## config.mk

```make
export PLATFORM = sky130hd
export DESIGN_NAME = cmp_state_tracker
export DESIGN_NICKNAME = d
export VERILOG_FILES = /design/src/rtl/cmp_pkg.sv /design/src/rtl/sat_counter.sv /design/src/rtl/cmp_state_tracker.sv
export SDC_FILE = /design/constraint.sdc
export NUM_CORES = 1
export LEC_CHECK = 0
export CORE_MARGIN = 10
export CORE_UTILIZATION = 55
export DETAILED_ROUTE_END_ITERATION = 8
export PLACE_DENSITY = 0.87
export SKIP_CTS_REPAIR_TIMING = 1
export SLEW_MARGIN = 20
export SYNTH_ARGS = -nofsm -noshare
export SYNTH_HDL_FRONTEND = slang
export SYNTH_SLANG_ARGS = --single-unit
```

## constraint.sdc

```tcl
create_clock -name clk -period 2.6 [get_ports clk]
set_input_delay 0.39 -clock clk [delete_from_list [all_inputs] [get_ports clk]]
set_output_delay 0.39 -clock clk [all_outputs]
set_load 0.01 [all_outputs]
```

## src/rtl/cmp_pkg.sv

```systemverilog
// Shared relation encodings and flag decode for the comparator state tracker.
// The decode reports one-hot legality separately so the CMP_ONEHOT_CHECK_EN build can drop bad samples.
package cmp_pkg;

  typedef enum logic [1:0] {
    ST_UNKNOWN = 2'b00,
    ST_LESS    = 2'b01,
    ST_EQUAL   = 2'b10,
    ST_GREATER = 2'b11
  } rel_e;

  typedef struct packed {
    logic onehot;
    rel_e rel;
  } dec_t;

  localparam int RUN_W = 4;

  // Priority GREATER > LESS > EQUAL, so an all-zero sample reads as EQUAL.
  function automatic dec_t decode_flags(input logic gt, input logic eq, input logic lt);
    dec_t d;
    case ({gt, eq, lt})
      3'b100, 3'b010, 3'b001: d.onehot = 1'b1;
      default:                d.onehot = 1'b0;
    endcase
    if (gt) begin
      d.rel = ST_GREATER;
    end else if (lt) begin
      d.rel = ST_LESS;
    end else begin
      d.rel = ST_EQUAL;
    end
    return d;
  endfunction

endpackage

```

## src/rtl/sat_counter.sv

```systemverilog
// Saturating up-counter with synchronous clear; clear wins over a same-cycle increment.
module sat_counter #(
  parameter int CNT_W = 8
) (
  input  logic             clk,
  input  logic             rst_n,
  input  logic             inc,
  input  logic             clr,
  output logic [CNT_W-1:0] count
);

  localparam logic [CNT_W-1:0] CNT_MAX = {CNT_W{1'b1}};
  localparam logic [CNT_W-1:0] CNT_ONE = {{(CNT_W-1){1'b0}}, 1'b1};

  logic [CNT_W-1:0] count_r;

  // Count register: clear, saturating increment or hold.
  always_ff @(posedge clk or negedge rst_n) begin
    if (!rst_n) begin
      count_r <= {CNT_W{1'b0}};
    end else if (clr) begin
      count_r <= {CNT_W{1'b0}};
    end else if (inc && (count_r != CNT_MAX)) begin
      count_r <= count_r + CNT_ONE;
    end else begin
      count_r <= count_r;
    end
  end

  assign count = count_r;

endmodule

```

## src/rtl/cmp_state_tracker.sv

```systemverilog
// Debounces comparator flags into a stable relation, pulses on changes and crossings, counts samples.
// Build option CMP_ONEHOT_CHECK_EN: drop non-one-hot samples and raise a sticky err_flag.
module cmp_state_tracker
  import cmp_pkg::*;
#(
  parameter int CNT_W   = 8,
  parameter int DEB_LEN = 3
) (
  input  logic             clk,
  input  logic             rst_n,
  input  logic             in_valid,
  input  logic             a_greater_b,
  input  logic             a_equal_b,
  input  logic             a_lesser_b,
  input  logic             clr_cnt,
  output logic [1:0]       state,
  output logic             state_chg,
  output logic             rise_cross,
  output logic             fall_cross,
  output logic [CNT_W-1:0] gt_cnt,
  output logic [CNT_W-1:0] eq_cnt,
  output logic [CNT_W-1:0] lt_cnt,
  output logic             err_flag
);

  localparam logic [RUN_W-1:0] DEB_MAX = RUN_W'(DEB_LEN);
  localparam logic [RUN_W-1:0] RUN_ONE = {{(RUN_W-1){1'b0}}, 1'b1};

  dec_t             dec_s;
  logic             accept_s;
  rel_e             state_r;
  rel_e             cand_r;
  rel_e             last_ne_r;
  rel_e             cand_nx_s;
  logic [RUN_W-1:0] run_r;
  logic [RUN_W-1:0] run_nx_s;
  logic             upd_s;
  logic             state_chg_r;
  logic             rise_r;
  logic             fall_r;

  assign dec_s = decode_flags(a_greater_b, a_equal_b, a_lesser_b);

`ifdef CMP_ONEHOT_CHECK_EN
  logic err_r;

  assign accept_s = in_valid & dec_s.onehot;

  // Sticky illegal-sample flag, cleared only by rst_n.
  always_ff @(posedge clk or negedge rst_n) begin
    if (!rst_n) begin
      err_r <= 1'b0;
    end else if (in_valid && !dec_s.onehot) begin
      err_r <= 1'b1;
    end else begin
      err_r <= err_r;
    end
  end

  assign err_flag = err_r;
`else
  logic dec_unused_s;

  assign accept_s     = in_valid;
  assign dec_unused_s = dec_s.onehot;
  assign err_flag     = 1'b0;
`endif

  // Next candidate/run length and whether this sample commits a new stable state.
  always_comb begin
    cand_nx_s = cand_r;
    run_nx_s  = run_r;
    upd_s     = 1'b0;
    if (accept_s) begin
      if (dec_s.rel == cand_r) begin
        if (run_r < DEB_MAX) begin
          run_nx_s = run_r + RUN_ONE;
        end else begin
          run_nx_s = DEB_MAX;
        end
      end else begin
        cand_nx_s = dec_s.rel;
        run_nx_s  = RUN_ONE;
      end
      upd_s = (run_nx_s == DEB_MAX) && (cand_nx_s != state_r);
    end else begin
      upd_s = 1'b0;
    end
  end

  // Debounce FSM with registered change and crossing pulses.
  always_ff @(posedge clk or negedge rst_n) begin
    if (!rst_n) begin
      state_r     <= ST_UNKNOWN;
      cand_r      <= ST_UNKNOWN;
      last_ne_r   <= ST_UNKNOWN;
      run_r       <= {RUN_W{1'b0}};
      state_chg_r <= 1'b0;
      rise_r      <= 1'b0;
      fall_r      <= 1'b0;
    end else begin
      state_chg_r <= 1'b0;
      rise_r      <= 1'b0;
      fall_r      <= 1'b0;
      if (accept_s) begin
        cand_r <= cand_nx_s;
        run_r  <= run_nx_s;
      end
      if (upd_s) begin
        state_r     <= cand_nx_s;
        state_chg_r <= 1'b1;
        // Crossings look past EQUAL to the last LESS/GREATER stable state.
        rise_r      <= (cand_nx_s == ST_GREATER) && (last_ne_r == ST_LESS);
        fall_r      <= (cand_nx_s == ST_LESS) && (last_ne_r == ST_GREATER);
        if (cand_nx_s != ST_EQUAL) begin
          last_ne_r <= cand_nx_s;
        end
      end
    end
  end

  assign state      = state_r;
  assign state_chg  = state_chg_r;
  assign rise_cross = rise_r;
  assign fall_cross = fall_r;

  sat_counter #(.CNT_W(CNT_W)) u_gt_cnt (
    .clk   (clk),
    .rst_n (rst_n),
    .inc   (accept_s && (dec_s.rel == ST_GREATER)),
    .clr   (clr_cnt),
    .count (gt_cnt)
  );

  sat_counter #(.CNT_W(CNT_W)) u_eq_cnt (
    .clk   (clk),
    .rst_n (rst_n),
    .inc   (accept_s && (dec_s.rel == ST_EQUAL)),
    .clr   (clr_cnt),
    .count (eq_cnt)
  );

  sat_counter #(.CNT_W(CNT_W)) u_lt_cnt (
    .clk   (clk),
    .rst_n (rst_n),
    .inc   (accept_s && (dec_s.rel == ST_LESS)),
    .clr   (clr_cnt),
    .count (lt_cnt)
  );

endmodule

```

# Yosys cells after proc, flatten, opt, wreduce, memory -nomap -nowiden
# Cells that the tools add are included.
totals:
  output_inout_bits: 30
  inputBits: 7
  word_cells: 60
  register_bits: 37
op_classes:
  mux: 18
  eq_ne: 14
  magnitude_cmp: 1
  n_addsub: 4
  n_reduce_logical: 13
ops:
  columns: ["op", "count"]
  rows:
  - ["two-way mux 8 bit", 6]
  - ["adder 8 x 1 -> 8 bit (second input constant)", 3]
  - ["inequality test 8 bit (second input constant)", 3]
  - ["two-way mux 4 bit", 3]
  - ["two-way mux 2 bit", 5]
  - ["logical AND 1 bit", 9]
  - ["equality test 2 bit (second input constant)", 4]
  - ["equality test 2 x 1 -> 1 bit (second input constant)", 3]
  - ["nonzero test 2 bit", 3]
  - ["adder 4 x 1 -> 4 bit (second input constant)", 1]
  - ["equality test 4 x 2 -> 1 bit (second input constant)", 1]
  - ["< comparator 4 x 2 -> 1 bit (second input constant)", 1]
  - ["two-way mux 1 bit", 4]
  - ["equality test 2 bit", 1]
  - ["inequality test 2 bit", 1]
  - ["inequality test 2 bit (second input constant)", 1]
  - ["AND reduction 2 bit", 1]

# Depth between registers and ports, before layout
depth:
  ltp_word: 9
  ltp_mapped: 6

# By module
# From an unflattened synthesis, not the netlist that was laid out.
hier_totals:
  hier_cells: 201
  hier_area_um2: 2062.0
modules_own_cells:
  columns: ["module", "area_per_inst_um2", "cells_per_inst", "instances", "seq_area_each_um2"]
  rows:
  - ["sat_counter", 464.2, 49, 3, 200.2]
  - ["cmp_state_tracker", 669.4, 54, 1, 325.3]

# Worst setup path after synthesis
# No wires, ideal clock.
synth_timing:
  path_kind: "register to register"
  from: "register run_r[0]"
  to: "register last_ne_r[0]"
  stages_incl_launch_ff: 6
  n_path_buf: 0
  path_slack_ps: 927
  required_time_ps: 2476
  arrival_ps: 1549
  cell_sequence: "dfrtp_1 > ha_1 > or3_1 > o2111ai_1 > nor3_1 > or2_1"
synth_between:
  elab_chain_len: 8
  word_cells_on_any_way: 9
  classes_between: "add/sub: 1; order compare: 1; eq/ne: 1; mux: 4; reduce/logical: 2"
synth_lines:
  columns: ["item", "line_no", "rtl"]
  rows:
  - ["start: declaration", "cmp_state_tracker.sv:35", "logic [RUN_W-1:0] run_r;"]
  - ["start signal: assignment", "cmp_state_tracker.sv:97", "run_r <= {RUN_W{1'b0}};"]
  - ["start signal: assignment", "cmp_state_tracker.sv:107", "run_r <= run_nx_s;"]
  - ["adder 4 x 1 -> 4 bit / < comparator 4 x 2 -> 1 bit (equally long branches)", "cmp_state_tracker.sv:77, cmp_state_tracker.sv:76", null]
  - ["two-way mux 4 bit (*)", "cmp_state_tracker.sv:76", "if (run_r < DEB_MAX) begin"]
  - ["two-way mux 4 bit (*)", "cmp_state_tracker.sv:75", "if (dec_s.rel == cand_r) begin"]
  - ["two-way mux 4 bit (*)", "cmp_state_tracker.sv:74", "if (accept_s) begin"]
  - ["equality test 4 x 2 -> 1 bit (*)", "cmp_state_tracker.sv:85", "upd_s = (run_nx_s == DEB_MAX) && (cand_nx_s != state_r);"]
  - ["logical AND 1 bit (*)", "cmp_state_tracker.sv:85", null]
  - ["two-way mux 1 bit (*)", "cmp_state_tracker.sv:74", null]
  - ["AND reduction 2 bit (no line) (*)", null, null]
  - ["end signal: assignment", "cmp_state_tracker.sv:116", "last_ne_r <= cand_nx_s;"]
  - ["end: declaration", "cmp_state_tracker.sv:33", "rel_e last_ne_r;"]
# Every way passes the cells marked *; elsewhere a longest branch is shown, timed or not. The select of a mux whose other input is x is not followed.
# A chain may end at the register's enable or synchronous reset.

# Worst setup path after layout
layout_timing:
  from: "input a_greater_b"
  to: "register state_r[1] (netlist: state[1])"
layout_between:
  elab_chain_len: 7
  word_cells_on_any_way: 11
  classes_between: "eq/ne: 3; mux: 7; reduce/logical: 1"
layout_lines:
  columns: ["item", "line_no", "rtl"]
  rows:
  - ["start: declaration", "cmp_state_tracker.sv:12", "input logic a_greater_b,"]
  - ["two-way mux 2 bit (*)", "cmp_pkg.sv:26", "if (gt) begin"]
  - ["equality test 2 bit", "cmp_state_tracker.sv:75", null]
  - ["two-way mux 4 bit / two-way mux 2 bit (equally long branches)", "cmp_state_tracker.sv:75", null]
  - ["two-way mux 4 bit / two-way mux 2 bit (equally long branches)", "cmp_state_tracker.sv:74", null]
  - ["equality test 4 x 2 -> 1 bit / inequality test 2 bit (equally long branches)", "cmp_state_tracker.sv:85", null]
  - ["logical AND 1 bit (*)", "cmp_state_tracker.sv:85", null]
  - ["two-way mux 1 bit (*)", "cmp_state_tracker.sv:74", null]
  - ["named net upd_s", "cmp_state_tracker.sv:37", "logic upd_s;"]
  - ["end signal: assignment", "cmp_state_tracker.sv:110", "state_r <= cand_nx_s;"]
  - ["end: declaration", "cmp_state_tracker.sv:31", "rel_e state_r;"]
# The timed path passes the listed nets; every way through them passes the cells marked *. The select of a mux whose other input is x is not followed.

==> impl_results.md <==
* Status: finished, final reports clean
* Fin crit share at 72.49%
* Register area share after synthesis at 48.15%
* First DRT Iteration DRCs at 105
* Crit end category: flop
* Synthesized area per cell at 10.28 sq um
* FMAX at 530.6 MHz
* Ys async rst share at 100.0%
* Post-synth top area share at 48.15%
* Std-Cell Rows at 21
* Clock Latency Late Sink at 0.33 ns
* Mapped Area at 0.001923 sq mm
* Final hold vios at 0
* Post-layout nets at 236
* Hold Path Class: in -> async
* # Max-Cap Violations at 0
* Synth top cells by count: dfrtp_1 (37), nor2_1 (20), nand2_1 (15)
* Placed cell area at 0.002283 sq mm
* RSZ-0062 raised after global routing: no
* Crit Path Class: in -> reg
* DRC viols at 0
* CTS root buf: clkbuf_4
* Layout Skew at 0.008470 ns
* Drt total wl at 4.121 mm
* Initial core utilization at 57.18%
* Max transition margin at 47.76%
* Post-route ant nets at 0
* 1st-pass router iterations at 4
* EDFF count, synth at 0
* Number of global-route vias before repair at 1539
* Antenna diode count at 0
* Routability cong. at 0.8326
* Critical path launch point type: input pin
* Core Region at 0.003363 sq mm
* Cell taking the most area after synthesis: dfrtp_1
* Antenna violations before repair at 0
* Largest net degree at the start of global routing at 38
* PD cells at 494.5 mW/mm^2
* Remaining Overflow, GRT at 0
* Mapped Cells at 187
* Worst-path maximum fanout at 8
* Final Cell Area at 0.002338 sq mm
* Synth area leaders: dfrtp_1 (48%), nor2_1 (3.9%), a21oi_1 (3.4%)
* WHS at 0.1302 ns
* Die X at 79.13 um
* CP Data Required Time at 2.83 ns
* Min Tclk post-route at 1.885 ns
* Detailed placement HPWL at 3.002 mm
* Layout cells sized above 1 at 9.778%
* Area Overhead vs Synth at 21.60%
* Top FF cell, synth: dfrtp_1
* Worst-path clk slew at 0.11 ns
* Syn nets at 198
* Top-count cell post-synth: dfrtp_1
* Final setup violation count at 0
* Leakage at 0.9593 nW
* Port bufs at 34
* WL/cell at 15.21 um
* Via Count at 1536
* Distinct cells, synth at 52
* Slew Limit Fails at 0
* PnR Total Power at 0.001156 W
* Io pins at 37
* Global-route wire length before repair at 7.003 mm
* CTS Sinks at 37
* Die area at 0.006262 sq mm
* CTS max path bufs at 2
* CTS buffer count at 5
* CTS tree: built
* Pin slew with the least headroom to its limit at 0.7835 ns
* H-tree depth at 2
* Crit path DAT at 2.12 ns
* Filler cells at 291
* Flop and latch count out of synthesis at 37
* GRT Util Overall at 13.74%
* Vert. Die Dim at 79.13 um
* Setup_tns at 0 ns
* Post-DR vias/cell at 5.668
* Yosys Warn Count at 0
* VDD IR-drop max at 258.5 uV
layout by cell type, fill, tap and decap left out, types with 2 or more instances in the layout:
master	Yosys	final
mux2i_1	3	3
nand2_1	15	15
nor2_1	20	20
a21oi_1	13	13
or3_1	10	10
clkbuf_4	0	5
and3_1	2	2
mux2_2	2	2
and4b_1	2	2
nand3b_1	2	2
inv_1	5	5
nor2b_1	4	4
o2111ai_1	2	2
nor3_1	2	2
buf_4	2	4
o21ai_0	10	10
dfrtp_1	37	37
clkdlybuf4s50_1	0	33
ha_1	4	4
xor2_1	6	6
nand3_1	7	7
o31ai_1	4	4
o311ai_0	2	2
or4_1	2	2
logic make-up after synthesis:
kind of cell    synth area share, %
compound gates                15.81
xor+xnor                      3.188
fa+ha+maj                     2.603
buf+inv                       4.229
flops                         48.15
mux                           2.733
other cells                  0.1950
simple gates                  23.10
worst max-delay path, stage by stage:
cell,delay [ns]
clkdlybuf4s50_1,0.57
nor4b_1,0.41
o31ai_2,0.13
nor3_2,0.26
mux2_2,0.36
path summary, 6_finish.rpt:
path                       slack [ns]                 to  cells past startpoint          from
max in group asynchronous        1.97  u_gt_cnt.count[2]                      1         rst_n
hold reg to reg                  0.49       last_ne_r[0]                      1  last_ne_r[0]
setup / recovery                 0.72           state[1]                      5   a_greater_b
hold / removal                   0.13           state[1]                      1         rst_n
min in group clk                 0.49       last_ne_r[0]                      1  last_ne_r[0]
setup reg to reg                 0.74       last_ne_r[0]                      5      run_r[0]
stage by stage:
step / utilization, % / instances / worst slack [ns]
6_report: 69.53 / 271 / 0.7154
5_1_grt: 69.53 / 271 / 0.6271
4_1_cts: 69.53 / 271 / 0.7075
3_5_place_dp: 67.89 / 264 / 0.3422
3_3_place_gp: 67.89 / 264 / 0.3723
2_1_floorplan: - / 187 / 0.9266
cell type report:
| type | instances | area, sq um | area share [%] |
|---|---|---|---|
| Inverter | 5 | 18.77 | 0.8026 |
| Multi-Input combinational cell | 138 | 915.9 | 39.17 |
| Tap cell | 46 | 57.56 | 2.461 |
| Sequential cell | 37 | 925.9 | 39.59 |
| Timing Repair Buffer | 38 | 365.4 | 15.62 |
| Clock buffer | 7 | 55.05 | 2.354 |
report_power, final:
part	switching [W]	internal, W
registers	0.0000401	0.000612
clock network	0.000176	0.000128
logic	0.0000998	0.000101
state kept, by name (all words and copies together) (netlist names):
register,cells
cand_r,2
fall_cross,1
last_ne_r,2
rise_cross,1
run_r,4
state,2
state_chg,1
u_eq_cnt.count,8
u_gt_cnt.count,8
u_lt_cnt.count,8
layer usage:
metal	track usage, %	routed length (um)	up-vias
met4	5.376	55	0
met3	6.306	331	5
li1	-	-	753
met2	23.16	2001	41
met5	0	0	-
met1	14.64	1732	737
Note: power is estimated with default switching activity, not from simulation.
